**src/rtl/hps_reset_sequencer.sv**
```systemverilog
// Turns fabric reset-request edges into fixed-width active-low pulses to the HPS.
// Cold and warm requests wait for the HPS to acknowledge; a holdoff gap follows each sequence.
module hps_reset_sequencer #(
  parameter int PULSE_CYCLES   = 16,
  parameter int ACK_TIMEOUT    = 50000000,
  parameter int HOLDOFF_CYCLES = 1024,
  parameter int CNT_W          = 26
) (
  input  logic       clk_clk,
  input  logic       reset_reset,
  input  logic       cold_req,
  input  logic       warm_req,
  input  logic       debug_req,
  input  logic       h2f_reset_n,
  input  logic       clr_err,
  output logic       f2h_cold_req_n,
  output logic       f2h_warm_req_n,
  output logic       f2h_debug_req_n,
  output logic       busy,
  output logic [1:0] last_type,
  output logic       timeout_err
);

  typedef enum logic [2:0] {
    IDLE,
    ASSERT,
    WAIT_ACK_LO,
    WAIT_ACK_HI,
    HOLDOFF
  } state_t;

  localparam logic [1:0] TYPE_DEBUG = 2'd1;
  localparam logic [1:0] TYPE_WARM  = 2'd2;
  localparam logic [1:0] TYPE_COLD  = 2'd3;

  localparam logic [CNT_W-1:0] PULSE_LAST   = CNT_W'(PULSE_CYCLES - 1);
  localparam logic [CNT_W-1:0] TIMEOUT_LAST = CNT_W'(ACK_TIMEOUT - 1);
  localparam logic [CNT_W-1:0] HOLD_LAST    = CNT_W'(HOLDOFF_CYCLES - 1);

  state_t           state, state_nxt;
  logic [CNT_W-1:0] cnt, cnt_nxt;
  logic [1:0]       type_nxt;
  logic [2:0]       prev, rise, pending, pending_nxt, eff;
  logic [2:0]       req_n_nxt;
  logic [1:0]       h2f_sync;
  logic             ack_lo;
  logic             err_set;

  // Bit order for request vectors: [2] cold, [1] warm, [0] debug.
  assign rise   = {cold_req, warm_req, debug_req} & ~prev;
  assign eff    = pending | rise;
  assign ack_lo = ~h2f_sync[1];
  assign busy   = (state != IDLE);

  always_comb begin
    state_nxt   = state;
    cnt_nxt     = cnt + CNT_W'(1);
    type_nxt    = last_type;
    pending_nxt = eff;
    err_set     = 1'b0;
    case (state)
      IDLE: begin
        cnt_nxt = '0;
        if (eff != 3'b000) begin
          state_nxt   = ASSERT;
          // Selected type plus all lower ones are cleared; higher ones are zero by priority.
          pending_nxt = 3'b000;
          if (eff[2])      type_nxt = TYPE_COLD;
          else if (eff[1]) type_nxt = TYPE_WARM;
          else             type_nxt = TYPE_DEBUG;
        end
      end
      ASSERT: begin
        if (cnt == PULSE_LAST) begin
          cnt_nxt   = '0;
          state_nxt = (last_type == TYPE_DEBUG) ? HOLDOFF : WAIT_ACK_LO;
        end
      end
      WAIT_ACK_LO: begin
        if (ack_lo) begin
          state_nxt = WAIT_ACK_HI;
        end else if (cnt >= TIMEOUT_LAST) begin
          err_set   = 1'b1;
          cnt_nxt   = '0;
          state_nxt = HOLDOFF;
        end
      end
      WAIT_ACK_HI: begin
        if (!ack_lo) begin
          cnt_nxt   = '0;
          state_nxt = HOLDOFF;
        end else if (cnt >= TIMEOUT_LAST) begin
          err_set   = 1'b1;
          cnt_nxt   = '0;
          state_nxt = HOLDOFF;
        end
      end
      HOLDOFF: begin
        if (cnt == HOLD_LAST) begin
          cnt_nxt   = '0;
          state_nxt = IDLE;
        end
      end
      default: begin
        cnt_nxt   = '0;
        state_nxt = IDLE;
      end
    endcase

    // Pulse outputs follow the next state so they are low exactly while ASSERT is held.
    req_n_nxt = 3'b111;
    if (state_nxt == ASSERT) begin
      case (type_nxt)
        TYPE_COLD:  req_n_nxt = 3'b011;
        TYPE_WARM:  req_n_nxt = 3'b101;
        TYPE_DEBUG: req_n_nxt = 3'b110;
        default:    req_n_nxt = 3'b111;
      endcase
    end
  end

  always_ff @(posedge clk_clk) begin
    if (reset_reset) begin
      state           <= IDLE;
      cnt             <= '0;
      last_type       <= 2'd0;
      pending         <= 3'b000;
      prev            <= 3'b111;
      h2f_sync        <= 2'b11;
      timeout_err     <= 1'b0;
      f2h_cold_req_n  <= 1'b1;
      f2h_warm_req_n  <= 1'b1;
      f2h_debug_req_n <= 1'b1;
    end else begin
      state           <= state_nxt;
      cnt             <= cnt_nxt;
      last_type       <= type_nxt;
      pending         <= pending_nxt;
      prev            <= {cold_req, warm_req, debug_req};
      h2f_sync        <= {h2f_sync[0], h2f_reset_n};
      f2h_cold_req_n  <= req_n_nxt[2];
      f2h_warm_req_n  <= req_n_nxt[1];
      f2h_debug_req_n <= req_n_nxt[0];
      if (err_set)      timeout_err <= 1'b1;
      else if (clr_err) timeout_err <= 1'b0;
    end
  end

endmodule

```
**config.mk**
```make
export PLATFORM = sky130hd
export DESIGN_NAME = hps_reset_sequencer
export DESIGN_NICKNAME = d
export VERILOG_FILES = /design/src/rtl/hps_reset_sequencer.sv
export SDC_FILE = /design/constraint.sdc
export NUM_CORES = 1
export LEC_CHECK = 0
export CORE_ASPECT_RATIO = 0.7
export CORE_UTILIZATION = 47
export DETAILED_ROUTE_END_ITERATION = 8
export HOLD_SLACK_MARGIN = 0.05
export PLACE_DENSITY = 0.69
export REMOVE_ABC_BUFFERS = 1
export SYNTH_ARGS = -nofsm -noshare
export SYNTH_HDL_FRONTEND = slang
export SYNTH_SLANG_ARGS = --single-unit
```
**constraint.sdc**
```tcl
create_clock -name clk_clk -period 3.7 [get_ports clk_clk]
set_input_delay 0.74 -clock clk_clk [delete_from_list [all_inputs] [get_ports clk_clk]]
set_output_delay 0.74 -clock clk_clk [all_outputs]
set_load 0.02 [all_outputs]
```
Word level (Yosys, flattened, before mapping)
Cells that the tools add are included.
{ "totals": {"register_bits": 43, "out_inout_bits": 7, "input_bits": 7} }
{ "op_classes": {"bitwise_logic": 4, "muxes": 27, "n_eq_ne": 11, "n_lt_le_gt_ge": 1, "addsub": 1, "reduce_logical": 5} }
{ "ops": {"columns": ["cell", "n"], "rows": [
  ["26-bit 2-to-1 mux", 5],
  ["26-bit case mux with 4 select lines", 1],
  ["3-bit 2-to-1 mux", 9],
  ["26-bit by 1-bit adder with 26-bit output (second input constant)", 1],
  ["26-bit by 10-bit == test with 1-bit output (second input constant)", 1],
  ["26-bit by 4-bit == test with 1-bit output (second input constant)", 1],
  ["26-bit greater-or-equal comparator (second input constant)", 1],
  ["3-bit case mux with 5 select lines", 1],
  ["3-bit case mux with 3 select lines", 1],
  ["2-bit 2-to-1 mux", 4],
  ["3-bit by 1-bit == test with 1-bit output (second input constant)", 2],
  ["3-bit by 2-bit == test with 1-bit output (second input constant)", 2],
  ["3-bit nonzero test", 2],
  ["1-bit 2-to-1 mux", 5],
  ["2-bit by 1-bit == test with 1-bit output (second input constant)", 2],
  ["2-bit == test (second input constant)", 2],
  ["3-bit AND", 1],
  ["3-bit == test (second input constant)", 1],
  ["3-bit logical NOT", 1],
  ["3-bit NOT", 1],
  ["3-bit bitwise OR", 1],
  ["1-bit case mux with 2 select lines", 1],
  ["2-bit nonzero test", 1],
  ["2-bit OR reduction", 1],
  ["1-bit NOT", 1]
]} }

Depth between registers and ports, before layout
Gate-level depths: netlist of run 1.
{ "depth": {"ltp_word": 9, "depth_mapped": 9, "mapped_depth_nobuf": 7} }

Least setup slack after synthesis of run 1
Ideal clock, no wire load.
{ "synth_timing": {"path_type": "register -> register", "from": "register cnt[11]", "to": "register cnt[10]", "setup_time_ns": 0.115, "t_arrival_ns": 2.081, "n_path_buf": 1, "required_time_ns": 3.585, "stages_incl_launch_ff": 8, "setup_slack_ns": 1.504, "cell_sequence": "dfxtp_1 > or4_1 > nand4bb_1 > or3_1 > a21o_1 > o31ai_4 > buf_6 > nor2_1"} }
{ "synth_via": {"elab_chain_cells": 4, "word_cells_on_any_way": 9, "cone_classes": "1 x order compare; 2 x eq/ne; 6 x mux"} }
{ "synth_rtl": {"columns": ["item", "line", "source"], "rows": [
  ["from (decl)", "41", "logic [CNT_W-1:0] cnt, cnt_nxt;"],
  ["from (signal assigned)", "136", "cnt <= cnt_nxt;"],
  ["26-bit greater-or-equal comparator", "82, 92", null],
  ["26-bit 2-to-1 mux", "82, 92", null],
  ["26-bit 2-to-1 mux, on equally long branches", "89, 80", null],
  ["26-bit case mux with 4 select lines *", "61", "case (state)"]
]} }
Mark *: on every way between the ends. The rest lies on a longest branch, timed or not.
A chain may end at the register's enable or synchronous reset.

Final worst setup path of run 1
{ "layout_timing": {"from": "register state[0]", "to": "output busy"} }
{ "layout_via": {"elab_chain_cells": 1} }
{ "layout_rtl": {"columns": ["item", "line", "source"], "rows": [
  ["from (decl)", "40", "state_t state, state_nxt;"],
  ["from (signal assigned)", "135", "state <= state_nxt;"],
  ["3-bit nonzero test", "53", "assign busy = (state != IDLE);"],
  ["to (decl)", "19", "output logic busy,"]
]} }
Every way passes these cells.

==> results.py, run 1 <==
metrics = {
    "yosys": {
        "synthArstFlopShare": 0,
        "synth.ff_latch_count": 43,
        "synthCells": 225,
        "syn_avg_cell_area_sq_um": 8.48,
        "netlist_area_sq_um": 1910,
        "yosysTopAreaCell": "dfxtp_1",
        "synth_top_flop_cell": "dfxtp_1",
        "synth_seq_area_share": 0.451,
        "synth_top_area_share": 0.451,
        "ys_warn_count": 0,
        "ys_types": 35,
        "synth-edff-count": 0,
        "synthTopCellsByArea": "dfxtp_1, nor2_1, xnor2_1",
    },
    "sta": {
        "worst-slew-pin-transition_ns": 0.487,
        "tns_ns": 0,
        "skew_ns": 0.00980,
        "min_period_over_period": 0.710,
        "setup_viol_count_final": 0,
        "max_freq_ghz": 0.381,
        "setup_ws_ns": 1.07,
        "rsz0062_at_grt": "false",
        "period_needed_ns": 2.63,
        "slew_viol_final": 0,
        "relSlewSlack": 0.676,
        "hold_violations": 0,
    },
    "setup_path": {
        "critPathCaptureType": "output port",
        "path_class": "reg2out",
        "critPathMaxFanout": 10,
        "worst_ep_required_time_ns": 2.96,
        "arrival_ns": 1.89,
        "cp-start-kind": "flip-flop",
    },
    "drt": {
        "wl_microns": 3450,
        "drc": 0,
        "postRouteAntennaNets": 0,
        "drt-wirelength-per-cell_microns": 11.8,
        "vias": 1520,
        "vias_per_cell": 5.21,
        "drt-initial-drc-count": 127,
        "firstDrtPassIters": 4,
    },
    "finish": {
        "fin_util": 0.589,
        "n_fill_cell": 348,
        "syn2layout_area_growth_pct": 14.1,
        "layout-drive-gt1-share": 0.0744,
        "fin_area_sq_um": 2180,
        "final_nets": 249,
        "diodes": 0,
    },
    "power": {
        "p_sw_uw": 201,
        "internal_power_uw": 652,
        "p_leak_nw": 0.776,
        "p_clk_frac": 0.366,
        "peakVddDrop_mv": 0.260,
        "comb_power_share": 0.074,
        "powerDensity_nw_per_um2": 392,
        "pwr-share-seq": 0.560,
        "p_sw_frac": 0.236,
        "power_uw": 853,
    },
    "clock_network": {
        "cts.sinks": 43,
        "cts_resized": 0,
        "post_cts_buffers": 0,
        "ctsHoldBuffers": 0,
        "clock_path_buffers": 2,
        "clk_pin_slew_worst_paths_ns": 0.08,
        "cts_max_level": 2,
        "cts_tree": "yes",
        "worstSkewPairLatency_ns": 0.29,
        "cts_buffers": 5,
        "cts-root-buf": "clkbuf_8",
    },
    "global_routing": {
        "grt_usage": 0.182,
        "grt_pass1_wl_microns": 6040,
        "antenna_found_initial": 0,
        "grt-ovfl-total": 0,
        "grt_pass1_vias": 1244,
        "grt_max_degree": 27,
    },
    "floorplan": {
        "die_area_sq_um": 4320,
        "std_cell_rows": 18,
        "die_w_microns": 78.2,
        "die_y_microns": 55.3,
        "initial_core_util": 0.517,
        "boundaryPins": 14,
        "core_sq_um": 3690,
    },
    "placed_design": {
        "dp_hpwl_microns": 2480,
        "port_buffers": 13,
        "gp_congestion": 0.770,
        "place_area_sq_um": 2080,
        "post-place-ws_ns": 1.33,
    },
    "run_status": {
        "status": "finished, final reports clean",
    },
    "min_path": {
        "holdCritPathClass": "reg2reg",
    },
    "run": {
        "drv_cap": 0,
    },
}
==> path summary, 6_finish.rpt <==
path	from	end	slack [ns]	cells past startpoint
worst max-delay path	state[0]	busy	1.07	4
worst max register to register	cnt[11]	cnt[6]	1.32	7
worst min register to register	h2f_sync[0]	h2f_sync[1]	0.42	1
worst min-delay path	h2f_sync[0]	h2f_sync[1]	0.42	1
==> power groups by stage <==
stage / Sequential, mW / Combinational [mW] / Clock, mW
6_report: 0.478 / 0.0628 / 0.312
5_1_grt: 0.479 / 0.0682 / 0.343
4_1_cts: 0.478 / 0.0626 / 0.323
3_5_place_dp: 0.489 / 0.0624 / 0
3_3_place_gp: 0.489 / 0.0622 / 0
2_1_floorplan: 0.492 / 0.0320 / 0
==> sequential cells by signal (all words and copies together) (netlist names) <==
signal,count
f2h_cold_req_n,1
prev,3
f2h_warm_req_n,1
timeout_err,1
last_type,2
state,3
cnt,26
f2h_debug_req_n,1
h2f_sync,2
pending,3
==> logic make-up (layout without fill, tap and decap cells) <==
family,Yosys count,count (layout),share of synthesized area
and+or+nand+nor,119,119,0.311
DFF,43,43,0.451
xor gates and xnor gates,25,25,0.115
AOI/OAI and AO/OA,23,23,0.0813
buffers and inverters,14,31,0.0354
adders and majority gates,1,1,0.00656
==> area by class of cell <==
| type | instances | area, sq um | share of cell area |
|---|---|---|---|
| inverters | 8 | 30.0 | 0.0138 |
| clock inverters | 2 | 16.3 | 0.00747 |
| clock buffers | 6 | 82.6 | 0.0379 |
| flip-flops and latches | 43 | 861 | 0.395 |
| well taps | 50 | 62.6 | 0.0287 |
| repair buffers | 15 | 145 | 0.0667 |
| multi-input cells | 168 | 980 | 0.450 |
==> cells in the mapped netlist, drive strengths merged (2+ instances only) <==
cell type / n
a21o: 3
a21oi: 8
a31oi: 4
and3: 3
and4: 4
buf: 2
clkbuf: 4
dfxtp: 43
inv: 8
nand2: 19
nand3: 11
nand4: 8
nor2: 42
nor2b: 3
nor3: 9
nor3b: 2
nor4: 4
o21ai: 3
or2: 6
xnor2: 13
xor2: 12
==> worst max-delay path: stages, from the launching register on <==
cell and delay [ns]:
dfxtp_1 0.52, nor3_1 0.10, buf_4 0.17, inv_1 0.16
clkdlybuf4s50_1 0.64
==> per-layer routing <==
metal	GRT usage	vias to the layer above	part of all wire
li1	-	797	-
met1	0.294	696	0.59
met2	0.213	22	0.36
met3	0.0545	5	0.033
met4	0.0714	0	0.013
met5	0	-	0
==> cell usage in the layout, fill, tap and decap left out, types with 4 or more instances in the layout <==
| cell | instances |
|---|---|
| xnor2_1 | 13 |
| inv_1 | 8 |
| xor2_1 | 12 |
| and4_1 | 4 |
| dfxtp_1 | 43 |
| nor2_1 | 42 |
| nor3_1 | 9 |
| a21oi_1 | 8 |
| nand3_1 | 11 |
| nor4_1 | 4 |
| clkdlybuf4s50_1 | 13 |
| nand4_1 | 8 |
| nand2_1 | 19 |
| a31oi_1 | 4 |
| or2_2 | 6 |
| clkbuf_8 | 6 |
==> per-stage QoR <==
stage,instances,hold WS [ns]
finish,292,0.418
global route,292,0.437
CTS,292,0.418
detailed placement,284,0.397
global placement,284,0.392
floorplan,219,0.389
Power figures use the tool's default switching activity.
==> inputs of run 2 (changes only) <==
- clock period: 3.7 -> 2.5 ns (I/O delays scaled with it)
==> results.py, run 2 (synthesis gave the netlist of run 1 again) <==
metrics = {
    "drt": {
        "vias_per_cell": 5.32,
        "firstDrtPassIters": 4,
        "drt-initial-drc-count": 92,
        "drc": 0,
        "drt-wirelength-per-cell_microns": 12.8,
        "wl_microns": 3750,
        "postRouteAntennaNets": 0,
        "vias": 1563,
    },
    "setup_path": {
        "critPathCaptureType": "output port",
        "worst_ep_required_time_ns": 2.00,
        "rrSetupSlack_ns": 0.27,
        "reg2reg_depth": 7,
        "rr_endpoint": "cnt[8]",
        "cp-start-kind": "flip-flop",
        "path_class": "reg2out",
        "reg2reg_from": "cnt[11]",
        "critPathMaxFanout": 10,
        "arrival_ns": 1.76,
    },
    "global_routing": {
        "grt-ovfl-total": 0,
        "grt_usage": 0.188,
        "antenna_found_initial": 0,
        "grt_pass1_wl_microns": 6260,
        "grt_pass1_vias": 1312,
        "grt_max_degree": 27,
    },
    "placed_design": {
        "post-place-ws_ns": 0.284,
        "gp_congestion": 0.868,
        "place_area_sq_um": 2110,
        "dp_hpwl_microns": 2670,
        "port_buffers": 13,
    },
    "floorplan": {
        "die_y_microns": 55.3,
        "initial_core_util": 0.517,
        "boundaryPins": 14,
        "std_cell_rows": 18,
        "die_w_microns": 78.2,
        "die_area_sq_um": 4320,
        "core_sq_um": 3690,
    },
    "clock_network": {
        "cts_tree": "yes",
        "worstSkewPairLatency_ns": 0.30,
        "clk_pin_slew_worst_paths_ns": 0.08,
        "ctsHoldBuffers": 0,
        "post_cts_buffers": 0,
        "cts-root-buf": "clkbuf_8",
        "cts.sinks": 43,
        "cts_max_level": 2,
        "cts_resized": 0,
        "cts_buffers": 5,
        "clock_path_buffers": 2,
    },
    "sta": {
        "skew_ns": 0.00529,
        "period_needed_ns": 2.26,
        "setup_ws_ns": 0.236,
        "worst-slew-pin-transition_ns": 0.538,
        "max_freq_ghz": 0.442,
        "min_period_over_period": 0.906,
        "slew_viol_final": 0,
        "tns_ns": 0,
        "hold_violations": 0,
        "setup_viol_count_final": 0,
        "relSlewSlack": 0.641,
        "rsz0062_at_grt": "false",
    },
    "finish": {
        "diodes": 0,
        "largest_reg_flops": 26,
        "final_cell_mix": "dfxtp_1, nor2_1, nand2_1, xnor2_1, clkdlybuf4s50_1",
        "final_nets": 251,
        "regMostFlops": "cnt",
        "layout-drive-gt1-share": 0.0820,
        "layout_commonest_cell": "dfxtp_1",
        "fin_area_sq_um": 2220,
        "syn2layout_area_growth_pct": 16.5,
    },
    "power": {
        "peakVddDrop_mv": 0.402,
        "powerDensity_nw_per_um2": 612,
        "p_leak_nw": 0.805,
    },
    "min_path": {
        "holdCritPathClass": "reg2reg",
        "hold_depth": 1,
        "worstHoldStart": "h2f_sync[0]",
        "min_to": "h2f_sync[1]",
    },
    "run": {
        "drv_cap": 0,
    },
    "run_status": {
        "status": "finished, final reports clean",
    },
}
run 2: changes by cell type in the layout (fill, tap and decap cells not counted):
cell        before  now
clkinv_4         1    0
bufinv_16        0    1
clkinv_2         0    1
buf_4            2    3
clkinvlp_4       1    0
buf_12           0    1
run 2: how the worst max path moves through the flow:
stage,startpoint,endpoint,slack (ns),cells past startpoint
2_1_floorplan,cnt[11],cnt[10],0.12,6
3_3_place_gp,cnt[11],cnt[10],0.30,7
3_5_place_dp,cnt[11],cnt[8],0.28,7
4_1_cts,state[0],busy,0.25,3
5_1_grt,state[0],busy,0.13,3
6_report,state[0],busy,0.24,3
run 2: worst max-delay path, stage by stage, from the launching register on:
cell	delay, ns
dfxtp_1	0.53
nor3_1	0.11
inv_1	0.19
clkdlybuf4s50_1	0.64
run 2: power by group:
group | total [mW] | internal [mW] | switching (mW)
Combinational | 0.0976 | 0.0462 | 0.0514
Clock | 0.554 | 0.323 | 0.231
Sequential | 0.708 | 0.697 | 0.0117
Total | 1.36 | 1.07 | 0.294
run 2: per-stage QoR:
stage | hold WS [ns] | power (mW) | util | std cells
2_1_floorplan | 0.389 | 0.775 | - | 219
3_3_place_gp | 0.391 | 0.821 | 0.570 | 286
3_5_place_dp | 0.423 | 0.821 | 0.570 | 286
4_1_cts | 0.442 | 1.37 | 0.602 | 294
5_1_grt | 0.470 | 1.42 | 0.602 | 294
6_report | 0.447 | 1.36 | 0.602 | 294
run 2: area by class of cell:
type                    instances  area, sq um
fillers                       338         1470
inverters                       8         30.0
clock inverters                 2         35.0
multi-input cells             168          980
flip-flops and latches         43          861
clock buffers                   6         82.6
well taps                      50         62.6
repair buffers                 17          173
run 2: per-layer routing:
metal / track usage / share of wire / routed length (microns)
met1: 0.298 / 0.55 / 2050
met2: 0.229 / 0.38 / 1440
met3: 0.0545 / 0.055 / 207
met4: 0.0714 / 0.013 / 47
met5: 0 / 0 / 0
==> patch 1: new RTL, settings of run 2 <==
Set the parameter `CNT_W` to 22 (it was 26).
--- a/src/rtl/hps_reset_sequencer.sv
+++ b/src/rtl/hps_reset_sequencer.sv
@@ -4,7 +4,7 @@
   parameter int PULSE_CYCLES   = 16,
   parameter int ACK_TIMEOUT    = 50000000,
   parameter int HOLDOFF_CYCLES = 1024,
-  parameter int CNT_W          = 26
+  parameter int CNT_W          = 22
 ) (
   input  logic       clk_clk,
   input  logic       reset_reset,
Formal check against the unedited RTL: no difference found for any inputs over 10 cycles, from zero or initial values and one cycle with reset_reset high; that may be too few to reach the edited logic, so the function may still have changed.
==> patch 1 against run 2 <==
  * Area after synthesis is 9.0% lower
  * Synthesized cell count fell by 10%
  * Power fell by 17%
  * Critical path depth is the same
  * Cell area decreased by 9.6%
  * Sequential share of layout area rose by 0.14 points
  * Sequential cell count down 4
  * Setup slack got worse by 0.059 ns
  * Worst hold slack got worse by 0.026 ns
  * Wire length decreased by 8.1%
  * Count of clock-buffer cells in the layout is 1 higher
  * Die area fell by 8.7%
  * Sequential power down 9.5%
  * Largest power group unchanged
  * Highest routed layer unchanged
==> patch 1: results (changes against run 2) <==
INFO  metric leakage = 0.7430 nW (was 0.8049 nW)
INFO  metric grt_max_degree = 23 (was 27)
INFO  metric largest_voltage_drop_on_the_vdd_net = 0.4104 mV (was 0.4022 mV)
INFO  metric synth_sequential_area_ratio = 0.4496 (was 0.4511)
INFO  metric detail_route.first_pass.iterations = 6 (was 4)
INFO  metric final.fill_count = 316 (was 338)
INFO  metric post_synth_num_cell_types = 42 (was 35)
INFO  metric cell_area_reported_after_detailed_placement = 1928 um2 (was 2106 um2)
INFO  metric post_synth.cell_area_avg = 8.597 um2 (was 8.480 um2)
INFO  metric synth_top_cells_by_area = sky130_fd_sc_hd__dfxtp_1 45%, sky130_fd_sc_hd__nor2_1 7.6%, sky130_fd_sc_hd__xor2_1 5.5% (was sky130_fd_sc_hd__dfxtp_1 45%, sky130_fd_sc_hd__nor2_1 8.3%, sky130_fd_sc_hd__xnor2_1 6.0%)
INFO  metric critPathMaxFanout = 11 (was 10)
INFO  metric pre_cts_worst_setup_slack = 0.4021 ns (was 0.2836 ns)
INFO  metric pwr.group.clock = 0.404 mW (was 0.554 mW)
INFO  metric dp_cells = 264 (was 286)
INFO  metric power_per_cell_area = 559.2 nW/um2 (was 611.6 nW/um2)
INFO  metric timing.critical_path.slowest_cell_delay = 0.57 ns (was 0.64 ns)
INFO  metric detailed_place_hpwl = 2.595 mm (was 2.666 mm)
INFO  metric first_pass_grt_wire_length = 5.554 mm (was 6.258 mm)
INFO  metric nNetsFinal = 229 (was 251)
INFO  metric status = finished, final reports clean (unchanged)
INFO  metric clock-skew-final = 0.005943 ns (was 0.005293 ns)
INFO  metric grt.total_usage = 0.1970 (was 0.1881)
INFO  metric actual_slew_at_the_worst_max_slew_pin = 0.3934 ns (was 0.5382 ns)
INFO  metric vias = 1,425 (was 1,563)
INFO  metric stdcell_count = 272 (was 294)
INFO  metric routedWlPerCell = 12.67 um (was 12.76 um)
INFO  metric flip_flop_count_of_the_largest_register_all_copies_and_words_added = 22 (was 26)
INFO  metric netlist_top_cells_count = 39 x sky130_fd_sc_hd__dfxtp_1, 35 x sky130_fd_sc_hd__nor2_1, 15 x sky130_fd_sc_hd__nand2_1 (was 43 x sky130_fd_sc_hd__dfxtp_1, 42 x sky130_fd_sc_hd__nor2_1, 19 x sky130_fd_sc_hd__nand2_1)
INFO  metric p_comb = 0.0784 mW (was 0.0976 mW)
INFO  metric vias_in_the_first_global_route = 1,207 (was 1,312)
INFO  metric p_switching = 0.2590 mW (was 0.2939 mW)
INFO  metric critical_path_arrival = 1.82 ns (was 1.76 ns)
INFO  metric first_drt_iteration_drcs = 100 (was 92)
[patch 1: changes by cell type after synthesis, moves of 2 or more]
cell	change
sky130_fd_sc_hd__a21o_1	-2
sky130_fd_sc_hd__nor3_1	-2
sky130_fd_sc_hd__nand2_1	-4
sky130_fd_sc_hd__o21ai_2	+2
sky130_fd_sc_hd__o21a_1	+2
sky130_fd_sc_hd__nor2_1	-7
sky130_fd_sc_hd__dfxtp_1	-4
sky130_fd_sc_hd__nand3_1	-2
sky130_fd_sc_hd__clkbuf_1	-2
sky130_fd_sc_hd__nor3_2	+2
sky130_fd_sc_hd__nand4_1	-4
sky130_fd_sc_hd__and3_1	+2
sky130_fd_sc_hd__xnor2_1	-7
[patch 1: metal layers]
layer / track usage / vias to the layer above / share of wire
met4: 0.1132 / 0 / 0.014
met5: 0 / - / 0
li1: - / 742 / -
met1: 0.2782 / 652 / 0.53
met2: 0.2658 / 25 / 0.42
met3: 0.05143 / 6 / 0.037
[patch 1: worst paths after layout]
check / start / endpoint / slack, ns / cells after the start
min reg2reg: h2f_sync[0] / h2f_sync[1] / 0.42 / 1
min: h2f_sync[0] / h2f_sync[1] / 0.42 / 1
max: state[0] / busy / 0.18 / 3
max reg2reg: cnt[0] / cnt[5] / 0.46 / 8
[patch 1: kinds of logic after synthesis]
family / synth area share
simple gates: 0.3163
flops: 0.4496
compound gates: 0.1059
xor+xnor: 0.08573
buf+inv: 0.02882
fa+ha+maj: 0.01369
[patch 1: final cells by class]
cell class | count | area share
multi-input combinational | 152 | 0.4508
inverter | 7 | 0.01308
clock inverter | 1 | 0.002491
tap | 50 | 0.03113
sequential | 39 | 0.3885
clock buffer | 7 | 0.03798
timing repair buffer | 16 | 0.07596
==> patch 2: new RTL, flow settings as in run 2 <==
Without the edit above. Make the reset (`reset_reset`) asynchronous in one clocked block.
--- a/src/rtl/hps_reset_sequencer.sv
+++ b/src/rtl/hps_reset_sequencer.sv
@@ -119,7 +119,7 @@
     end
   end
 
-  always_ff @(posedge clk_clk) begin
+  always_ff @(posedge clk_clk or posedge reset_reset) begin
     if (reset_reset) begin
       state           <= IDLE;
       cnt             <= '0;
Formal check against the unedited RTL: differs if reset_reset is asserted again (counterexample within 4 cycles, from zero or initial values and one cycle with reset_reset high); with reset_reset held inactive, the same outputs for 10 cycles.
==> patch 2 against run 2 <==
  * Wire length up 24%
  * Cell area up 15%
  * Area after synthesis up 20%
  * Final cell count up 1.0%
  * Setup slack better by 0.077 ns
  * Sequential cell count unchanged
  * Via count up 9.7%
Power is not compared: it rests on default switching activity, and its combinational part moved more than twofold at a synthesized area within 25%.
==> patch 2: results (changes against run 2) <==
INFO  metric status = finished, final reports clean (unchanged)
INFO  metric fraction_of_area_in_multi_input_gates = 0.4151 (was 0.4406)
INFO  metric buffers = 18 (was 17)
INFO  metric vias_in_the_first_global_route = 1,529 (was 1,312)
INFO  metric final.fill_count = 401 (was 338)
INFO  metric first_pass_grt_wire_length = 7.941 mm (was 6.258 mm)
INFO  metric adder_cell_share_of_the_synthesized_area = 0.005464 (was 0.006557)
INFO  metric netlist_top_cells_count = 35 x sky130_fd_sc_hd__dfrtp_1, 29 x sky130_fd_sc_hd__a21oi_1, 17 x sky130_fd_sc_hd__xnor2_1 (was 43 x sky130_fd_sc_hd__dfxtp_1, 42 x sky130_fd_sc_hd__nor2_1, 19 x sky130_fd_sc_hd__nand2_1)
INFO  metric number_of_inverters_outside_the_clock_class_in_the_layout = 11 (was 8)
INFO  metric drive_gt1_frac = 0.1364 (was 0.08197)
INFO  metric stdcell_count = 297 (was 294)
INFO  metric multi_input_comb_cells = 162 (was 168)
INFO  metric synthArstFlopShare = 1.000 (was 0)
INFO  metric synth_sequential_area_ratio = 0.4743 (was 0.4511)
INFO  metric grt_max_degree = 28 (was 27)
INFO  metric fin_hold_ws = 0.3596 ns (was 0.4469 ns)
INFO  metric route.met3.wl = 152 um (was 207 um)
INFO  metric hp-start = h2f_sync[0] (unchanged)
INFO  metric synthToLayoutAreaGrowth = 11.64% (was 16.52%)
INFO  metric synth_compound_area_frac = 0.1470 (was 0.08131)
INFO  metric clock-skew-final = 0.008069 ns (was 0.005293 ns)
INFO  metric reg2reg_from = cnt[0] (was cnt[11])
INFO  metric cell_area_reported_after_detailed_placement = 2450 um2 (was 2106 um2)
INFO  metric detailed_place_hpwl = 3.237 mm (was 2.666 mm)
INFO  metric gp_congestion = 0.8219 (was 0.8675)
INFO  metric worst_reg2reg_path_endpoint = state[1] (was cnt[8])
INFO  metric post_drt_via_cell_ratio = 5.771 (was 5.316)
INFO  metric critPathMaxFanout = 27 (was 10)
INFO  metric relSlewSlack = 0.4558 (was 0.6412)
INFO  metric grt.total_usage = 0.2060 (was 0.1881)
INFO  metric pre_cts_worst_setup_slack = 0.1860 ns (was 0.2836 ns)
INFO  metric synth_top_cells_by_area = sky130_fd_sc_hd__dfrtp_1 38%, sky130_fd_sc_hd__dfstp_2 9.2%, sky130_fd_sc_hd__xnor2_1 6.5% (was sky130_fd_sc_hd__dfxtp_1 45%, sky130_fd_sc_hd__nor2_1 8.3%, sky130_fd_sc_hd__xnor2_1 6.0%)
INFO  metric path_delay_family = compound AO/OA/AOI/OAI gates (was buffers and inverters)
INFO  metric whs_endpoint = h2f_sync[1] (unchanged)
INFO  metric timing.reg2reg.setup_slack = 0.31 ns (was 0.27 ns)
INFO  metric slowest_stage = sky130_fd_sc_hd__dfrtp_1 (was sky130_fd_sc_hd__clkdlybuf4s50_1)
INFO  metric buffer_area_frac = 0.07538 (was 0.07766)
INFO  metric post_synth.cell_area_avg = 10.13 um2 (was 8.480 um2)
-- patch 2: cell count changes after synthesis, sizes merged, moves of 4 or more --
cell	delta
nand2	-5
xnor2	+4
or2	-5
a21oi	+22
xor2	-4
buf	+6
dfrtp	+35
dfxtp	-43
nand3	-4
nor2	-30
dfstp	+8
-- patch 2: how the worst max path moves through the flow --
stage                         from         endpoint  slack (ns)  cells past startpoint
after floorplan             cnt[0]           cnt[1]        0.30                      6
after global placement    cold_req  f2h_debug_req_n        0.23                      6
after detailed placement  cold_req  f2h_debug_req_n        0.19                      6
after CTS                   cnt[0]         state[1]        0.33                      7
after global routing        cnt[0]         state[1]        0.08                      7
final                       cnt[0]         state[1]        0.31                      7
-- patch 2: metal layers --
metal  GRT usage  up-vias
met4     0.07857        0
met5           0        -
met1      0.3304      826
met2      0.2594       32
li1            -      847
met3     0.05306        9
